File: src/rtl/mem_access_stage_pkg.sv
// Shared types and constants for the MEM stage and its byte-lane helper.
package mem_access_stage_pkg;

   // Access sequencer states.
   typedef enum logic [1:0] {
      ST_IDLE = 2'd0,
      ST_REQ  = 2'd1,
      ST_WAIT = 2'd2,
      ST_DONE = 2'd3
   } mem_state_e;

   // Bit positions inside the one-hot width fields.
   localparam int SZ_B        = 0;
   localparam int SZ_H        = 1;
   localparam int SZ_W        = 2;
   localparam int SZ_D        = 3;
   localparam int RD_UNSIGNED = 5;

   // Byte-lane masks for a naturally aligned access at lane 0.
   localparam logic [7:0] MASK_B = 8'h01;
   localparam logic [7:0] MASK_H = 8'h03;
   localparam logic [7:0] MASK_W = 8'h0F;
   localparam logic [7:0] MASK_D = 8'hFF;

   // Bit shift amount that moves byte 0 onto byte lane 'lane'.
   function automatic logic [5:0] lane_shamt(input logic [2:0] lane);
      return {lane, 3'b000};
   endfunction

endpackage

File: src/rtl/mem_access_stage_lane_align.sv
// Combinational byte-lane steering for a 64-bit doubleword-addressed bus:
// store mask/data placement, load extraction with sign/zero extension,
// and natural-alignment checking.
module mem_lane_align
   import mem_access_stage_pkg::*;
(
   input  logic [2:0]  addr_lo_i,
   input  logic        ram_we_i,
   input  logic        ram_re_i,
   input  logic [3:0]  w_wdth_i,
   input  logic [3:0]  r_size_i,
   input  logic        r_unsigned_i,
   input  logic [63:0] wdata_i,
   input  logic [63:0] rdata_i,
   output logic [7:0]  wmask_o,
   output logic [63:0] wdata_o,
   output logic [63:0] load_o,
   output logic        misalign_o
);

   logic [3:0]  size;
   logic [63:0] rshift;

   // Alignment check against the size of whichever access is requested; a store wins.
   always_comb begin
      size       = ram_we_i ? w_wdth_i : r_size_i;
      misalign_o = (ram_we_i | ram_re_i) &
                   ((size[SZ_H] & addr_lo_i[0])        |
                    (size[SZ_W] & (|addr_lo_i[1:0]))   |
                    (size[SZ_D] & (|addr_lo_i)));
   end

   // Store placement: mask and data moved up to the addressed byte lane.
   always_comb begin
      // NOTE: every output is given a default first so no branch can infer a latch.
      wmask_o = '0;
      if (w_wdth_i[SZ_D])      wmask_o = MASK_D;
      else if (w_wdth_i[SZ_W]) wmask_o = MASK_W << addr_lo_i;
      else if (w_wdth_i[SZ_H]) wmask_o = MASK_H << addr_lo_i;
      else if (w_wdth_i[SZ_B]) wmask_o = MASK_B << addr_lo_i;
      wdata_o = wdata_i << lane_shamt(addr_lo_i);
   end

   // Load extraction: bring the addressed lane down to bit 0, then extend.
   always_comb begin
      rshift = rdata_i >> lane_shamt(addr_lo_i);
      load_o = rshift;
      if (r_size_i[SZ_B])
         load_o = r_unsigned_i ? {56'b0, rshift[7:0]}  : {{56{rshift[7]}},  rshift[7:0]};
      else if (r_size_i[SZ_H])
         load_o = r_unsigned_i ? {48'b0, rshift[15:0]} : {{48{rshift[15]}}, rshift[15:0]};
      else if (r_size_i[SZ_W])
         load_o = r_unsigned_i ? {32'b0, rshift[31:0]} : {{32{rshift[31]}}, rshift[31:0]};
   end

endmodule

File: src/rtl/mem_access_stage.sv
// Pipeline MEM stage: issues loads/stores over a valid/ready memory port,
// stalls upstream while an access is outstanding, and holds the returned
// load data until the MEM/WB register is free to take it.
module mem_access_stage
   import mem_access_stage_pkg::*;
#(
   parameter int ADDR_W = 64,
   parameter int DATA_W = 64
) (
   input  logic              clk,
   input  logic              rst_n,
   input  logic [63:0]       pc_i,
   input  logic [31:0]       inst_i,
   input  logic              commite_i,
   input  logic [ADDR_W-1:0] result_i,
   input  logic [63:0]       wdata_exu_reg_i,
   input  logic              ram_we_i,
   input  logic [DATA_W-1:0] ram_wdata_i,
   input  logic [3:0]        mem_w_wdth_i,
   input  logic              ram_re_i,
   input  logic [5:0]        mem_r_wdth_i,
   input  logic              reg_we_i,
   input  logic [4:0]        reg_waddr_i,
   input  logic [63:0]       wdate_csr_reg_i,
   input  logic              mem_wb_stall_i,
   output logic              req_valid_o,
   input  logic              req_ready_i,
   output logic [ADDR_W-1:0] req_addr_o,
   output logic              req_we_o,
   output logic [DATA_W-1:0] req_wdata_o,
   output logic [7:0]        req_wmask_o,
   input  logic              rsp_valid_i,
   input  logic [DATA_W-1:0] rsp_rdata_i,
   output logic              mem_stall_o,
   output logic              misalign_o,
   output logic [63:0]       pc_o,
   output logic [31:0]       inst_o,
   output logic              commite_o,
   output logic              reg_we_o,
   output logic [4:0]        reg_waddr_o,
   output logic [63:0]       reg_wdata_o,
   output logic [63:0]       wdate_csr_reg_o
);

   mem_state_e        state_q;
   logic [DATA_W-1:0] load_q;
   logic              access;
   logic [7:0]        wmask;
   logic [DATA_W-1:0] wdata_sh;
   logic [DATA_W-1:0] load_ext;

   // The reserved read-width bit carries no meaning in this stage.
   logic unused_rd_rsvd;
   assign unused_rd_rsvd = mem_r_wdth_i[4];

   mem_lane_align u_align (
      .addr_lo_i    (result_i[2:0]),
      .ram_we_i     (ram_we_i),
      .ram_re_i     (ram_re_i),
      .w_wdth_i     (mem_w_wdth_i),
      .r_size_i     (mem_r_wdth_i[3:0]),
      .r_unsigned_i (mem_r_wdth_i[RD_UNSIGNED]),
      .wdata_i      (ram_wdata_i),
      .rdata_i      (rsp_rdata_i),
      .wmask_o      (wmask),
      .wdata_o      (wdata_sh),
      .load_o       (load_ext),
      .misalign_o   (misalign_o)
   );

   assign access = (ram_re_i | ram_we_i) & ~misalign_o;

   // Access sequencer and load-data buffer.
   always_ff @(posedge clk) begin
      // NOTE: rst_n is an active-high synchronous reset; state is only ever updated with <=.
      if (rst_n) begin
         state_q <= ST_IDLE;
         load_q  <= '0;
      end else begin
         unique case (state_q)
            ST_IDLE: if (access) state_q <= req_ready_i ? ST_WAIT : ST_REQ;
            ST_REQ:  if (req_ready_i) state_q <= ST_WAIT;
            ST_WAIT: if (rsp_valid_i) begin
                        load_q  <= ram_we_i ? '0 : load_ext;
                        state_q <= ST_DONE;
                     end
            ST_DONE: if (!mem_wb_stall_i) state_q <= ST_IDLE;
            default: state_q <= ST_IDLE;
         endcase
      end
   end

   // Memory request port: address/data come straight from the held EX/MEM inputs.
   always_comb begin
      req_valid_o = ((state_q == ST_IDLE) & access) | (state_q == ST_REQ);
      req_addr_o  = {result_i[ADDR_W-1:3], 3'b000};
      req_we_o    = ram_we_i;
      req_wdata_o = wdata_sh;
      req_wmask_o = ram_we_i ? wmask : 8'h00;
   end

   // Stall and MEM/WB-facing outputs; stall drops in DONE so EX/MEM advances as DONE exits.
   always_comb begin
      mem_stall_o     = access & (state_q != ST_DONE);
      commite_o       = commite_i & ~mem_stall_o;
      reg_we_o        = reg_we_i & ~mem_stall_o & ~misalign_o;
      reg_wdata_o     = ram_re_i ? load_q : wdata_exu_reg_i;
      pc_o            = pc_i;
      inst_o          = inst_i;
      reg_waddr_o     = reg_waddr_i;
      wdate_csr_reg_o = wdate_csr_reg_i;
   end

endmodule
File: config.mk
export PLATFORM = sky130hd
export DESIGN_NAME = mem_access_stage
export DESIGN_NICKNAME = d
export VERILOG_FILES = /design/src/rtl/mem_access_stage_pkg.sv /design/src/rtl/mem_access_stage_lane_align.sv /design/src/rtl/mem_access_stage.sv
export SDC_FILE = /design/constraint.sdc
export NUM_CORES = 1
export LEC_CHECK = 0
export BUFFER_PORTS_ARGS = -buffer_cell sky130_fd_sc_hd__buf_2
export CORE_AREA = 4 4 311 313
export CTS_CLUSTER_SIZE = 20
export DETAILED_ROUTE_END_ITERATION = 8
export DIE_AREA = 0 0 315 317
export PLACE_DENSITY = 0.36
export SLEW_MARGIN = 10
export SYNTH_ARGS = -nofsm -noshare
export SYNTH_HDL_FRONTEND = slang
export SYNTH_SLANG_ARGS = --single-unit
File: constraint.sdc
create_clock -name clk -period 2.3 [get_ports clk]
set_input_delay 0.115 -clock clk [delete_from_list [all_inputs] [get_ports clk]]
set_output_delay 0.115 -clock clk [all_outputs]
set_load 0.01 [all_outputs]
==> metrics.cfg, run 1 <==
[drt]
drc = 0
vias_per_cell = 3.52
wl_per_cell_um = 20.9
dr_total_vias = 8933
initialDrtViolationCount = 417
ant_nets = 0
drt-total-wl_mm = 53.1
first_pass_iters = 4

[grt]
grt_remaining_overflow = 0
grt_first_pass_wirelength_mm = 70.2
grt_util_all_layers_pct = 10.1
grt_max_degree = 93
grt_pass1_vias = 8808
antenna_found_initial = 42

[cts]
hold_buffers = 0
numCtsBuffers = 9
clock-sinks = 66
clk_latency_ns = 0.37
ctsResizeCount = 0
cts.clk_slew.worst_paths_ns = 0.06
cts_tree = yes
cts_buffer_depth = 2
cts_max_level = 3
cts_root_buf = clkbuf_16
cts_setup_buffers = 0

[logic_synthesis]
synthesis.area_mm2 = 0.00918
synthFlopType = dfxtp_1
yosysTopAreaCell = buf_4
ys_seq_area_share_pct = 14.4
syn_inst = 1156
synth_edf_count = 0
synth_top_area_share_pct = 19.2
synth.distinct_cells = 57
ys_ff_latch = 66
synth_warnings = 0
async_flop_share_pct = 0
synth_area_leaders = buf_4 (19%), dfxtp_1 (14%), mux2_2 (12%)
synth_area_per_cell_um2 = 7.94

[hold_path]
hp-class = input pin to flop

[layout]
final_util_pct = 12.0
multi_input_area_mm2 = 0.00574
layout_common_cells = buf_2 (350), nand2_1 (102), mux2_2 (94)
syn2layout_area_growth_pct = 23.4
regArea_mm2 = 0.00132
fill_cells = 11000
fin_nets = 1709
fin_cells = 2540
final_area_mm2 = 0.0113
drive_gt1_share_pct = 44.1
final_common_cell = buf_2

[power_and_ir_drop]
peakVddDrop_mv = 0.386
p_leak_nw = 4.68
p_per_area_mw_per_mm2 = 438
power_mw = 4.97

[floorplan]
ioPinCount = 811
fp.coreArea_mm2 = 0.0943
rows = 113
die_h_um = 317
dieArea_mm2 = 0.0999
die_w_um = 315
initial_core_util_pct = 9.73

[sta]
skew_ns = 0.00766
setup_viol_count_final = 0
drv_slew = 0
worst_pin_slew_ns = 0.677
rsz0062_at_grt = no
fin_setup_tns_ns = 0
clock.fmax_mhz = 494
fin_crit_ns = 2.02
finalHoldViolCount = 0
finalCritPeriodShare_pct = 88.0
slew_headroom_pct = 54.7

[placed_design]
placed_area_mm2 = 0.0110
dp_cells = 2509
io_buffers = 354
gp_congestion = 0.752
dp_hpwl_mm = 44.7

[worst_setup_path]
cp.arrival_ns = 2.31
setup.worst_path.class = flop to flop
crit_required_ns = 2.59
critPathMaxFanout = 28
end_kind = flop
start_kind = flop

[run_status]
outcome = completed

[run]
max-cap-violations = 0

cells by family (layout without fill, tap and decap cells):
| group | count (synthesis) | in the layout | share of synthesized area, % |
|---|---|---|---|
| simple gates | 231 | 231 | 10.9 |
| flops | 66 | 66 | 14.4 |
| mux | 208 | 208 | 27.2 |
| buf+inv | 330 | 432 | 23.6 |
| compound gates | 306 | 306 | 22.0 |
| other cells | 1 | 18 | 0.0408 |
| fa+ha+maj | 14 | 14 | 1.91 |
worst paths after layout:
check / start / endpoint / slack [ns] / depth (start not counted)
max: state_q[0] / load_q[4] / 0.28 / 7
min: rst_n / state_q[0] / 0.07 / 2
max reg2reg: state_q[0] / load_q[4] / 0.28 / 7
min reg2reg: load_q[15] / load_q[15] / 0.48 / 2
worst max-delay path, cell delays in order, from the launching register on:
cell     delay [ns]
dfxtp_1        0.33
inv_1          0.13
ha_1           0.20
nand2_2        0.11
buf_4          0.25
nor2_1         0.55
o21ai_0        0.20
a21oi_1        0.17
state kept, by name (all words and copies together), names as in the netlist:
register	flops
load_q	64
state_q	2
cell usage after synthesis, drive strengths merged, types with 11 or more instances:
master / number
dfxtp: 66
ha: 14
buf: 271
o211ai: 11
a22oi: 33
o21a: 14
a211oi: 23
mux2i: 90
clkbuf: 51
mux2: 95
nor2b: 17
nand2: 103
nor2: 74
and2: 16
o21ai: 54
mux4: 23
a21oi: 85
o22ai: 16
final cells by class:
| class | instances | area share [%] |
|---|---|---|
| flip-flops and latches | 66 | 11.7 |
| clock buffers | 9 | 1.99 |
| clock inverters | 7 | 0.718 |
| repair buffers | 408 | 20.4 |
| multi-input cells | 762 | 50.6 |
| diodes | 15 | 0.331 |
| well taps | 1265 | 14.0 |
| inverters | 8 | 0.265 |
layer usage:
layer  vias up  global-route usage, %  routed length [um]
li1       4144                      -                   -
met1      4130                   12.7               23100
met2       430                   15.7               23200
met3       197                   3.50                4470
met4        32                   4.18                2100
met5         -                      0                 197
power breakdown:
group | internal [mW] | leakage (nW) | switching, mW | total, mW
clock | 0.859 | 0.148 | 0.657 | 1.52
combinational | 0.916 | 4.00 | 1.22 | 2.13
sequential | 1.22 | 0.532 | 0.0986 | 1.32
total | 2.99 | 4.68 | 1.97 | 4.97
stage by stage:
stage,hold WS [ns],worst slack [ns]
after floorplan,0.322,0.0843
after global placement,0.230,0.189
after detailed placement,0.230,0.188
after CTS,0.0435,0.240
after global routing,0.0712,0.0216
final,0.0653,0.276
(Power assumes the default switching activity.)
==> inputs of run 2 (changes only) <==
- CORE_AREA: 4 4 311 313 -> 2 2 319 321
- DIE_AREA: 0 0 315 317 -> 0 0 321 323
- PLACE_DENSITY: 0.36 -> 0.35
==> run 2 against run 1 <==
  * Clock skew up 0.00083 ns
  * Worst hold slack better by 0.0096 ns
  * Global-route usage down 0.22 points
  * Critical endpoint is now load_q[15]
  * Clock-buffer cell count unchanged
==> metrics.cfg, run 2 (synthesis results as in run 1) <==
[worst_setup_path]
crit_required_ns = 2.59
start_kind = flop
end_kind = flop
critPathMaxFanout = 23
setup.worst_path.class = flop to flop
cp.arrival_ns = 2.31

[hold_path]
hp-class = input pin to flop

[floorplan]
fp.coreArea_mm2 = 0.101
die_w_um = 321
ioPinCount = 811
rows = 117
dieArea_mm2 = 0.104
die_h_um = 323
initial_core_util_pct = 9.11

[cts]
cts_setup_buffers = 0
hold_buffers = 0
ctsResizeCount = 0
clock-sinks = 66
clk_latency_ns = 0.37
numCtsBuffers = 9
cts_buffer_depth = 2
cts.clk_slew.worst_paths_ns = 0.06
cts_max_level = 3
cts_tree = yes
cts_root_buf = clkbuf_16

[layout]
fin_nets = 1710
final_area_mm2 = 0.0113
syn2layout_area_growth_pct = 23.2
top_regs = load_q x64, state_q x2
largest_reg_flops = 64
largest_register = load_q
fill_cells = 11800
drive_gt1_share_pct = 44.3
final_common_cell = buf_2
layout_common_cells = buf_2 (350), nand2_1 (102), mux2_2 (94)

[grt]
grt_pass1_vias = 8753
grt_util_all_layers_pct = 9.85
grt_max_degree = 92
grt_first_pass_wirelength_mm = 71.2
antenna_found_initial = 33
grt_remaining_overflow = 0

[sta]
worst_pin_slew_ns = 0.599
finalHoldViolCount = 0
clock.fmax_mhz = 495
slew_headroom_pct = 59.6
drv_slew = 0
fin_crit_ns = 2.02
finalCritPeriodShare_pct = 87.8
fin_setup_tns_ns = 0
setup_viol_count_final = 0
rsz0062_at_grt = no
skew_ns = 0.00850

[power_and_ir_drop]
p_leak_nw = 4.67
p_per_area_mw_per_mm2 = 422
peakVddDrop_mv = 0.357

[drt]
first_pass_iters = 5
wl_per_cell_um = 20.9
drc = 0
vias_per_cell = 3.48
ant_nets = 0
drt-total-wl_mm = 53.7
initialDrtViolationCount = 362
dr_total_vias = 8959

[placed_design]
placed_area_mm2 = 0.0110
gp_congestion = 0.768
io_buffers = 354
dp_hpwl_mm = 45.2

[run]
max-cap-violations = 0

[run_status]
outcome = completed

[run 2: stage by stage]
stage               hold slack (ns)  std cells  utilization, %  setup WS, ns  power, mW
floorplan                     0.322       1158               -        0.0843       2.90
finish                       0.0749       2572            11.2         0.280       4.78
global placement              0.230       2554            11.0         0.149       3.54
detailed placement            0.230       2554            11.0         0.131       3.53
CTS                          0.0687       2569            11.2         0.110       4.90
global route                 0.0889       2570            11.2        0.0800       5.09
[run 2: final cells by class]
type                    count  area (um^2)  area share, %
multi-input cells         762         5740           50.8
flip-flops and latches     66         1320           11.7
inverters                   8         30.0          0.265
diodes                      3         7.51         0.0664
clock buffers               9          225           1.99
well taps                1309         1640           14.5
clock inverters             6         45.0          0.398
repair buffers            409         2300           20.3
[run 2: critical path, cell delays in order, from the launching register on]
cell     delay (ns)
dfxtp_1        0.32
inv_1          0.12
ha_1           0.21
nand2_2        0.10
buf_4          0.21
nor3_1         0.15
a31o_2         0.14
buf_4          0.27
o21ai_0        0.24
a21oi_1        0.18
[run 2: final timing paths]
check,startpoint,end,slack [ns],cells past startpoint
worst max-delay path,state_q[0],load_q[15],0.28,9
worst min-delay path,rst_n,state_q[0],0.07,2
worst max register to register,state_q[0],load_q[15],0.28,9
worst min register to register,load_q[14],load_q[14],0.47,2
[run 2: routing by layer]
layer / up-vias / part of all wire [%] / global-route usage [%]
met4: 36 / 3.6 / 3.87
li1: 4111 / - / -
met2: 442 / 44 / 15.7
met5: - / 0.41 / 0
met3: 195 / 9.1 / 3.45
met1: 4175 / 42 / 12.1
[run 2: where the power goes]
group	internal (mW)	total (mW)	leakage, nW	switching, mW
Combinational	0.912	2.14	4.01	1.23
Sequential	1.22	1.31	0.532	0.0948
Clock	0.725	1.32	0.135	0.594
